File: src/rtl/clk_rst_ctrl_if.sv
// Bundle between the clock/reset controller and the logic it serves: PLL lock in,
// system reset, controller state, enable strobes, heartbeat and lock-loss count out.
interface clk_rst_ctrl_if #(
    parameter int N_TICK = 3,
    parameter int LOSS_W = 8
);
    logic              pll_locked;
    logic              sys_rst_n;
    logic [1:0]        state;
    logic [N_TICK-1:0] tick;
    logic              heartbeat;
    logic [LOSS_W-1:0] loss_count;

    modport master (
        input  pll_locked,
        output sys_rst_n, state, tick, heartbeat, loss_count
    );

    modport slave (
        output pll_locked,
        input  sys_rst_n, state, tick, heartbeat, loss_count
    );
endinterface

File: src/rtl/clk_rst_ctrl.sv
// PLL lock filter and stretched system-reset sequencer, with lock-loss counting,
// programmable clock-enable strobes and an LED heartbeat.
module clk_rst_ctrl #(
    parameter int                       SYNC_STAGES    = 2,
    parameter int                       LOCK_FILTER    = 16,
    parameter int                       STRETCH_CYCLES = 1024,
    parameter int                       N_TICK         = 3,
    parameter int                       DIV_W          = 24,
    parameter logic [N_TICK*DIV_W-1:0]  TICK_DIV       = {3{24'd1000}},
    parameter int                       LOSS_W         = 8
) (
    input  logic                 clk,
    input  logic                 rst_n,
    clk_rst_ctrl_if.master       bus
);
    localparam int CNT_MAX = (LOCK_FILTER > STRETCH_CYCLES) ? LOCK_FILTER : STRETCH_CYCLES;
    localparam int CNT_W   = ($clog2(CNT_MAX) > 0) ? $clog2(CNT_MAX) : 1;

    typedef enum logic [1:0] {
        ST_RESET     = 2'd0,
        ST_WAIT_LOCK = 2'd1,
        ST_STRETCH   = 2'd2,
        ST_RUN       = 2'd3
    } state_t;

    state_t                   state_q, state_d;
    logic [CNT_W-1:0]         cnt_q, cnt_d;
    logic [SYNC_STAGES-1:0]   sync_q, sync_d;
    logic [LOSS_W-1:0]        loss_q, loss_d;
    logic                     sys_rst_n_q, sys_rst_n_d;
    logic [N_TICK-1:0]        tick_q, tick_d;
    logic                     hb_q, hb_d;
    logic                     lock_s;

    assign sync_d = {sync_q[SYNC_STAGES-2:0], bus.pll_locked};
    assign lock_s = sync_q[SYNC_STAGES-1];

    // The shared counter only advances in the filter and stretch states and
    // restarts from zero on every transition.
    always_comb begin
        state_d = state_q;
        cnt_d   = '0;
        loss_d  = loss_q;
        case (state_q)
            ST_RESET: state_d = ST_WAIT_LOCK;
            ST_WAIT_LOCK: begin
                if (lock_s) begin
                    if (cnt_q == CNT_W'(LOCK_FILTER - 1)) state_d = ST_STRETCH;
                    else                                  cnt_d   = cnt_q + CNT_W'(1);
                end
            end
            ST_STRETCH: begin
                if (!lock_s)                                    state_d = ST_WAIT_LOCK;
                else if (cnt_q == CNT_W'(STRETCH_CYCLES - 1))   state_d = ST_RUN;
                else                                            cnt_d   = cnt_q + CNT_W'(1);
            end
            ST_RUN: begin
                if (!lock_s) begin
                    state_d = ST_WAIT_LOCK;
                    if (loss_q != '1) loss_d = loss_q + LOSS_W'(1);
                end
            end
            default: state_d = ST_RESET;
        endcase
    end

    assign sys_rst_n_d = (state_d == ST_RUN);
    assign hb_d        = hb_q ^ tick_d[0];

    // Strokes are registered off next-state, so a RUN exit clears them on the
    // same edge that drops sys_rst_n, even if a wrap was due.
    for (genvar gi = 0; gi < N_TICK; gi++) begin : g_tick
        localparam logic [DIV_W-1:0] DIV = TICK_DIV[gi*DIV_W +: DIV_W];

        if (DIV == '0) begin : g_bad_div
            $error("clk_rst_ctrl: tick divisor must be non-zero");
        end

        logic [DIV_W-1:0] c_q, c_d;

        always_comb begin
            c_d = '0;
            if (state_d == ST_RUN && state_q == ST_RUN && c_q != DIV - DIV_W'(1))
                c_d = c_q + DIV_W'(1);
        end

        assign tick_d[gi] = (state_d == ST_RUN) && (c_d == DIV - DIV_W'(1));

        always_ff @(posedge clk or negedge rst_n) begin
            if (!rst_n) c_q <= '0;
            else        c_q <= c_d;
        end
    end

    always_ff @(posedge clk or negedge rst_n) begin
        if (!rst_n) begin
            state_q     <= ST_RESET;
            cnt_q       <= '0;
            sync_q      <= '0;
            loss_q      <= '0;
            sys_rst_n_q <= 1'b0;
            tick_q      <= '0;
            hb_q        <= 1'b0;
        end else begin
            state_q     <= state_d;
            cnt_q       <= cnt_d;
            sync_q      <= sync_d;
            loss_q      <= loss_d;
            sys_rst_n_q <= sys_rst_n_d;
            tick_q      <= tick_d;
            hb_q        <= hb_d;
        end
    end

    assign bus.sys_rst_n  = sys_rst_n_q;
    assign bus.state      = state_q;
    assign bus.tick       = tick_q;
    assign bus.heartbeat  = hb_q;
    assign bus.loss_count = loss_q;
endmodule

File: src/flat_wrapper.sv
// flat-port wrapper written by rule: the top's interface ports become plain ports
module clk_rst_ctrl_flat 
#(
    parameter int                       SYNC_STAGES    = 2,
    parameter int                       LOCK_FILTER    = 16,
    parameter int                       STRETCH_CYCLES = 1024,
    parameter int                       N_TICK         = 3,
    parameter int                       DIV_W          = 24,
    parameter logic [N_TICK*DIV_W-1:0]  TICK_DIV       = {3{24'd1000}},
    parameter int                       LOSS_W         = 8
)
  (clk, rst_n, bus_pll_locked, bus_sys_rst_n, bus_state, bus_tick, bus_heartbeat, bus_loss_count);
  clk_rst_ctrl_if #(.N_TICK(N_TICK), .LOSS_W(LOSS_W)) bus_i ();
  input  logic clk;
  input  logic rst_n;
  input wire logic [$bits(bus_i.pll_locked)-1:0] bus_pll_locked;
  output wire logic [$bits(bus_i.sys_rst_n)-1:0] bus_sys_rst_n;
  output wire logic [$bits(bus_i.state)-1:0] bus_state;
  output wire logic [$bits(bus_i.tick)-1:0] bus_tick;
  output wire logic [$bits(bus_i.heartbeat)-1:0] bus_heartbeat;
  output wire logic [$bits(bus_i.loss_count)-1:0] bus_loss_count;
  assign bus_i.pll_locked = bus_pll_locked;
  assign bus_sys_rst_n = bus_i.sys_rst_n;
  assign bus_state = bus_i.state;
  assign bus_tick = bus_i.tick;
  assign bus_heartbeat = bus_i.heartbeat;
  assign bus_loss_count = bus_i.loss_count;
  clk_rst_ctrl #(.SYNC_STAGES(SYNC_STAGES), .LOCK_FILTER(LOCK_FILTER), .STRETCH_CYCLES(STRETCH_CYCLES), .N_TICK(N_TICK), .DIV_W(DIV_W), .TICK_DIV(TICK_DIV), .LOSS_W(LOSS_W)) u_core (.clk(clk), .rst_n(rst_n), .bus(bus_i));
endmodule
File: config.mk
export PLATFORM = sky130hd
export DESIGN_NAME = clk_rst_ctrl_flat
export DESIGN_NICKNAME = d
export VERILOG_FILES = /design/src/rtl/clk_rst_ctrl_if.sv /design/src/rtl/clk_rst_ctrl.sv /design/src/flat_wrapper.sv
export SDC_FILE = /design/constraint.sdc
export NUM_CORES = 1
export LEC_CHECK = 0
export CORE_UTILIZATION = 65
export CTS_CLUSTER_SIZE = 12
export DETAILED_ROUTE_END_ITERATION = 10
export GPL_TIMING_DRIVEN = 1
export PLACE_DENSITY = 0.84
export SYNTH_ARGS = -nofsm -noshare
export SYNTH_HDL_FRONTEND = slang
export SYNTH_SLANG_ARGS = --single-unit
File: constraint.sdc
create_clock -name clk -period 4.3 [get_ports clk]
set_input_delay 0.86 -clock clk [delete_from_list [all_inputs] [get_ports clk]]
set_output_delay 0.86 -clock clk [all_outputs]
set_load 0.01 [all_outputs]
==> results of run 1 <==
-- critical path, stage by stage, from the launching register on --
cell and delay (ns):
dfrtp_1 0.41, ha_1 0.27, nand3_1 0.23, nor4_4 0.49, nand3_1 0.22, mux2_2 0.27
o21ai_1 0.05, or4_1 0.54, a2111oi_2 0.23
-- synth_stat cells (2+ instances only) --
cell type,instances
and3_1,24
nand3_1,47
and4_1,10
dfrtp_1,99
xnor2_1,44
mux2i_1,6
a32oi_1,2
xor2_1,41
or4_1,2
or3_1,10
nor3b_1,2
a211o_1,2
nor2_1,108
nand2_1,36
clkbuf_1,12
nor4_1,10
buf_2,2
o2111ai_1,2
nor4_4,3
o22ai_1,2
a21oi_1,10
nand4_1,28
buf_4,2
or2_2,3
nand2b_1,5
and2_1,6
nor2b_1,2
o21ai_0,9
inv_1,13
o211ai_1,2
ha_1,10
nor3_1,16
mux2_2,4
-- metal layers --
| metal | share of wire, % | wire (um) | track usage, % | vias up |
|---|---|---|---|---|
| li1 | - | - | - | 2103 |
| met5 | 0 | 0 | 0 | - |
| met3 | 5.1 | 572 | 5.83 | 27 |
| met2 | 47 | 5270 | 44.2 | 131 |
| met4 | 2.0 | 228 | 9.23 | 0 |
| met1 | 46 | 5090 | 36.4 | 2137 |
-- through the flow --
| stage | setup slack [ns] | power [uW] | utilization (%) |
|---|---|---|---|
| global placement | 1.65 | 1080 | 70.1 |
| floorplan | 1.78 | 1030 | - |
| CTS | 1.51 | 1630 | 72.2 |
| global route | 1.20 | 1680 | 72.2 |
| detailed placement | 1.52 | 1080 | 70.1 |
| finish | 1.49 | 1610 | 72.2 |
-- cell usage in the layout (no fill, tap or decap), types with 13 or more instances in the layout --
cell type and n:
nor2_1 108, nand2_1 36, nand4_1 28, xor2_1 41, inv_1 13, nor3_1 16
xnor2_1 44, nand3_1 47, clkdlybuf4s50_1 16, and3_1 24, dfrtp_1 99
-- worst min-delay path by stage --
stage / start / endpoint / slack (ns)
after global routing: u_core.sync_q[0] / u_core.sync_q[1] / 0.36
after floorplan: u_core.sync_q[0] / u_core.sync_q[1] / 0.33
after CTS: u_core.sync_q[0] / u_core.sync_q[1] / 0.36
after global placement: u_core.sync_q[0] / u_core.sync_q[1] / 0.34
after detailed placement: u_core.sync_q[0] / u_core.sync_q[1] / 0.34
final: u_core.sync_q[0] / u_core.sync_q[1] / 0.36
-- logic make-up after synthesis --
kind of cell / after synthesis / synth area share (%)
and+or+nand+nor: 318 / 29.9
xor gates and xnor gates: 85 / 13.5
buffers and inverters: 29 / 2.16
DFF: 99 / 45.1
adders and majority gates: 10 / 2.28
AOI/OAI and AO/OA: 40 / 5.14
muxes: 10 / 1.91
-- state kept, by name, summed over array words and instances (netlist names) --
signal	count
u_core.g_tick.c_q	72
u_core.bus.loss_count	8
u_core.sync_q	2
u_core.bus.tick	3
u_core.cnt_q	10
u_core.bus.state	2
u_core.bus.sys_rst_n	1
u_core.bus.heartbeat	1
-- power groups by stage --
stage / sequential, uW / combinational [uW] / clock, uW
3_3_place_gp: 969 / 107 / 0
6_report: 953 / 113 / 548
4_1_cts: 953 / 114 / 566
5_1_grt: 954 / 127 / 602
3_5_place_dp: 971 / 113 / 0
2_1_floorplan: 971 / 61.8 / 0
-- final cells by class --
class                           instances  area [um^2]  area share [%]
Timing Repair Buffer                   20          190            3.21
Sequential cell                        99         2480            41.8
Clock inverter                          7         52.6           0.886
Clock buffer                            9          124            2.09
Multi-Input combinational cell        463         2910            49.0
Inverter                               13         48.8           0.822
Tap cell                              105          131            2.21
==> flow_summary.yaml, run 1 <==
global_routing:
  grt_pass1_vias: 4097
  antenna_found_initial: 0
  grt_pass1_wl_mm: 18.8
  grt_use_total_pct: 27.3
  grt.overflow.total: 0
  grt_max_degree: 40
logic_synthesis:
  syn_area_um2: 5500
  synth_fp_nets: 604
  ys_seq_area_share_pct: 45.1
  yosys_warnings: 0
  syn_avg_cell_area_um2: 9.30
  ys.flop_type: "dfrtp_1"
  ys_types: 50
  netlist.area_leader.share_pct: 45.1
  synth.largest_area_cell: "dfrtp_1"
  ys_ff_latch: 99
  synth-edff-count: 0
  synth.area.top_cells: "dfrtp_1 45%, nor2_1 7.4%, xnor2_1 7.0%, xor2_1 6.5%, nand3_1 4.3%"
  synthCells: 591
  synthArstFlopShare_pct: 100
routing:
  first_iter_violations: 204
  ant_nets: 0
  routed_wl_mm: 11.2
  vias_per_cell: 6.14
  wl_per_cell_um: 15.6
  via_count: 4398
  dr.pass1.iters: 5
  drcViolationCount: 0
floorplan:
  row_count: 33
  io_pins: 18
  core_area_um2: 8220
  start_util_pct: 66.9
  die_w_um: 94.0
  fp.dieArea_um2: 8830
  dieHeight_um: 94.0
power_and_ir_drop:
  ir_drop_uv: 180
  powerDensity_nw_per_um2: 272
  power_switching_uw: 421
  swShare_pct: 26.1
  combPwrFrac_pct: 7.0
  p_int_uw: 1190
  pwr-share-seq_pct: 59.0
  clockPowerShare_pct: 34.0
  leakage_uw: 0.00240
worst_setup_path:
  critPathMaxFanout: 7
  rr_startpoint: "u_core.g_tick[2].c_q[0]"
  r2r_end: "u_core.bus.tick[2]"
  critical_path.endpoint: "u_core.bus.tick[2]"
  end_kind: "flip-flop"
  setup.worst_path.class: "flip-flop to flip-flop"
  r2r_slack_ns: 1.49
  cp-startpoint: "u_core.g_tick[2].c_q[0]"
  startpoint_type: "flip-flop"
  cp.required_ns: 4.55
  worst_ep_arrival_time_ns: 3.06
  reg2reg_depth: 8
cells_and_area:
  finalInstanceArea_um2: 5930
  area_delta_synth_final_pct: 7.90
  drive_above_1_share_pct: 5.89
  stdcell_count: 716
  fin_nets: 619
  n_antenna_cell: 0
  fillCellCount: 602
timing:
  setup_viol: 0
  holdWs_ns: 0.359
  fmax_mhz: 356
  worstMarginPinSlew_ns: 1.07
  slew_viol_final: 0
  slew_headroom_pct: 28.8
  setup_tns_ns: 0
  rsz0062_at_grt: "false"
  finalCritPeriodShare_pct: 65.3
  skew_ns: 0.0106
  fin_crit_ns: 2.81
  hold_violations: 0
run_status:
  status: "completed"
cts:
  cts_resized: 0
  post_cts_buffers: 0
  htreeDepth: 3
  holdBufCountCts: 0
  cts_made_buffers: 9
  cts_sinks: 99
  insertion_delay_ns: 0.37
  clk_path_buf_depth: 2
  cts_tree: "yes"
  cts_root_buf: "clkbuf_8"
  clkTransAtPathRegs_ns: 0.09
place:
  dp_hpwl_mm: 7.99
  dpl_cell_area_um2: 5760
  dp.cells: 700
  gp_congestion: 0.980
  portBuffers: 17
min_path:
  min_path_cells: 0
  hold_path_class: "flip-flop to flip-flop"
run:
  drv_cap: 0
Note: power is estimated with default switching activity, not from simulation.
==> run 2: changes to the inputs <==
CORE_UTILIZATION = 62   (was 65)
PLACE_DENSITY = 0.8   (was 0.84)
clock period = 2.6 ns   (was 4.3 ns; I/O delays follow)
==> run 2 against run 1 <==
Largest cell class unchanged. Utilization increased by 2.2 points. Cell count increased by 3.9%. Largest power group unchanged. Critical endpoint unchanged. Setup slack got worse by 1.4 ns. Sequential share of layout area decreased by 2.0 points.
==> flow_summary.yaml, run 2 (synthesized netlist as in run 1, its figures left out) <==
cells_and_area:
  multiInputGateArea_um2: 2940
  mostFrequentLayoutCell: "nor2_1"
  fin_nets: 647
  n_antenna_cell: 0
  largest_reg_flops: 72
  stdcell_count: 744
  area_delta_synth_final_pct: 13.4
  final_cell_mix: "108 x nor2_1, 96 x dfrtp_1, 46 x nand3_1"
  seq_area_um2: 2480
  drive_above_1_share_pct: 11.6
  fillCellCount: 598
  top_register: "u_core.g_tick.c_q"
timing:
  worstMarginPinSlew_ns: 0.439
  slew_headroom_pct: 70.4
  setup_tns_ns: 0
  hold_violations: 0
  finalCritPeriodShare_pct: 96.0
  fin_crit_ns: 2.50
  fmax_mhz: 400
  slew_viol_final: 0
  skew_ns: 0.0123
  setup_viol: 0
routing:
  ant_nets: 0
  wl_per_cell_um: 15.5
  via_count: 4390
  first_iter_violations: 208
  routed_wl_mm: 11.5
  vias_per_cell: 5.90
  drcViolationCount: 0
  dr.pass1.iters: 5
place:
  portBuffers: 17
  dp_hpwl_mm: 8.18
  dp.cells: 721
  gp_congestion: 0.930
floorplan:
  fp.dieArea_um2: 9250
  io_pins: 18
  start_util_pct: 65.6
  row_count: 33
  die_w_um: 96.2
  core_area_um2: 8380
  dieHeight_um: 96.2
worst_setup_path:
  reg2reg_depth: 10
  rr_startpoint: "u_core.bus.state[0]"
  r2r_end: "u_core.bus.tick[2]"
  critPathMaxFanout: 6
  startpoint_type: "flip-flop"
  end_kind: "flip-flop"
  worst_ep_arrival_time_ns: 2.75
  cp-startpoint: "u_core.bus.state[0]"
  setup.worst_path.class: "flip-flop to flip-flop"
  cp.required_ns: 2.86
  critical_path.endpoint: "u_core.bus.tick[2]"
  r2r_slack_ns: 0.10
run_status:
  status: "completed"
global_routing:
  grt_max_degree: 47
  antenna_found_initial: 0
  grt_use_total_pct: 26.7
  grt_pass1_wl_mm: 19.1
  grtUsageMet3_pct: 6.32
  grt_pass1_vias: 4176
  grt.overflow.total: 0
  grt_use_met2_pct: 44.4
  grt.busiest_layer: "met2"
  met1_usage_pct: 34.7
cts:
  cts_sinks: 99
  htreeDepth: 3
  holdBufCountCts: 0
  clkTransAtPathRegs_ns: 0.10
  insertion_delay_ns: 0.37
  cts_root_buf: "clkbuf_8"
  cts_tree: "yes"
  clk_path_buf_depth: 2
  cts_made_buffers: 9
power_and_ir_drop:
  leakage_uw: 0.00256
  powerDensity_nw_per_um2: 457
  ir_drop_uv: 324
run:
  drv_cap: 0
min_path:
  hold_path_class: "primary input to async pin"
-- run 2: cell types whose count changed in the layout (fill, tap and decap cells not counted), sizes merged --
cell	change
buf	+28
clkinvlp	-2
bufinv	+1
clkinv	-1
clkbuf	+3
inv	-1
-- run 2: how the worst min path moves through the flow --
stage / startpoint / endpoint / cells past startpoint
3_5_place_dp: u_core.sync_q[0] / u_core.sync_q[1] / 0
3_3_place_gp: u_core.sync_q[0] / u_core.sync_q[1] / 0
6_report: rst_n / u_core.cnt_q[6] / 1
5_1_grt: rst_n / u_core.cnt_q[6] / 1
2_1_floorplan: rst_n / u_core.bus.heartbeat / 0
4_1_cts: rst_n / u_core.cnt_q[6] / 1
-- run 2: metal layers --
layer | routed length, um | vias up
met5 | 0 | -
met4 | 186 | 0
met3 | 475 | 22
met2 | 5570 | 84
met1 | 5290 | 2127
li1 | - | 2157
-- run 2: where the power goes --
group          leakage [uW]  internal (uW)  switching (uW)
Combinational       0.00108           70.7             127
Clock              0.000109            530             544
Sequential          0.00137           1560            23.0
Total               0.00256           2160             694
-- run 2: critical path, cell delays in order, from the launching register on --
cell	delay (ns)
dfrtp_2	0.46
inv_2	0.11
ha_4	0.17
and3_1	0.18
a32oi_2	0.08
o31ai_4	0.28
o21a_2	0.23
buf_4	0.15
o211ai_1	0.20
buf_4	0.21
a2111oi_2	0.31
-- run 2: timing repair --
action                                  4_1_cts  5_1_grt
setup buffers                                 0        6
endpoints found under the setup margin        0       22
gates resized for setup                       0       13
-- run 2: area by class of cell --
cell class	instances	area share, %
Multi-Input combinational cell	463	47.2
Clock buffer	12	2.65
Tap cell	105	2.11
Sequential cell	99	39.8
Inverter	13	0.783
Clock inverter	4	0.883
Timing Repair Buffer	48	6.58
-- run 2: stage by stage --
step	worst slack (ns)	hold slack [ns]	util, %	instance area (um^2)	total power, uW
floorplan	0.0786	0.224	-	5500	1710
global placement	0.175	0.334	70.7	5930	1780
detailed placement	0.0755	0.343	70.7	5930	1790
CTS	0.0308	0.0651	73.3	6150	2860
global route	-0.0236	0.0736	74.4	6240	2950
finish	0.103	0.0583	74.4	6240	2850
==> run 3: changes to the inputs <==
CAP_MARGIN = 30   (was not set)
SKIP_LAST_GASP = 1   (was not set)
TNS_END_PERCENT = 10   (was not set)
==> results of run 3 <==
No change in the layout: final DEF, timing and power equal those of run 2.
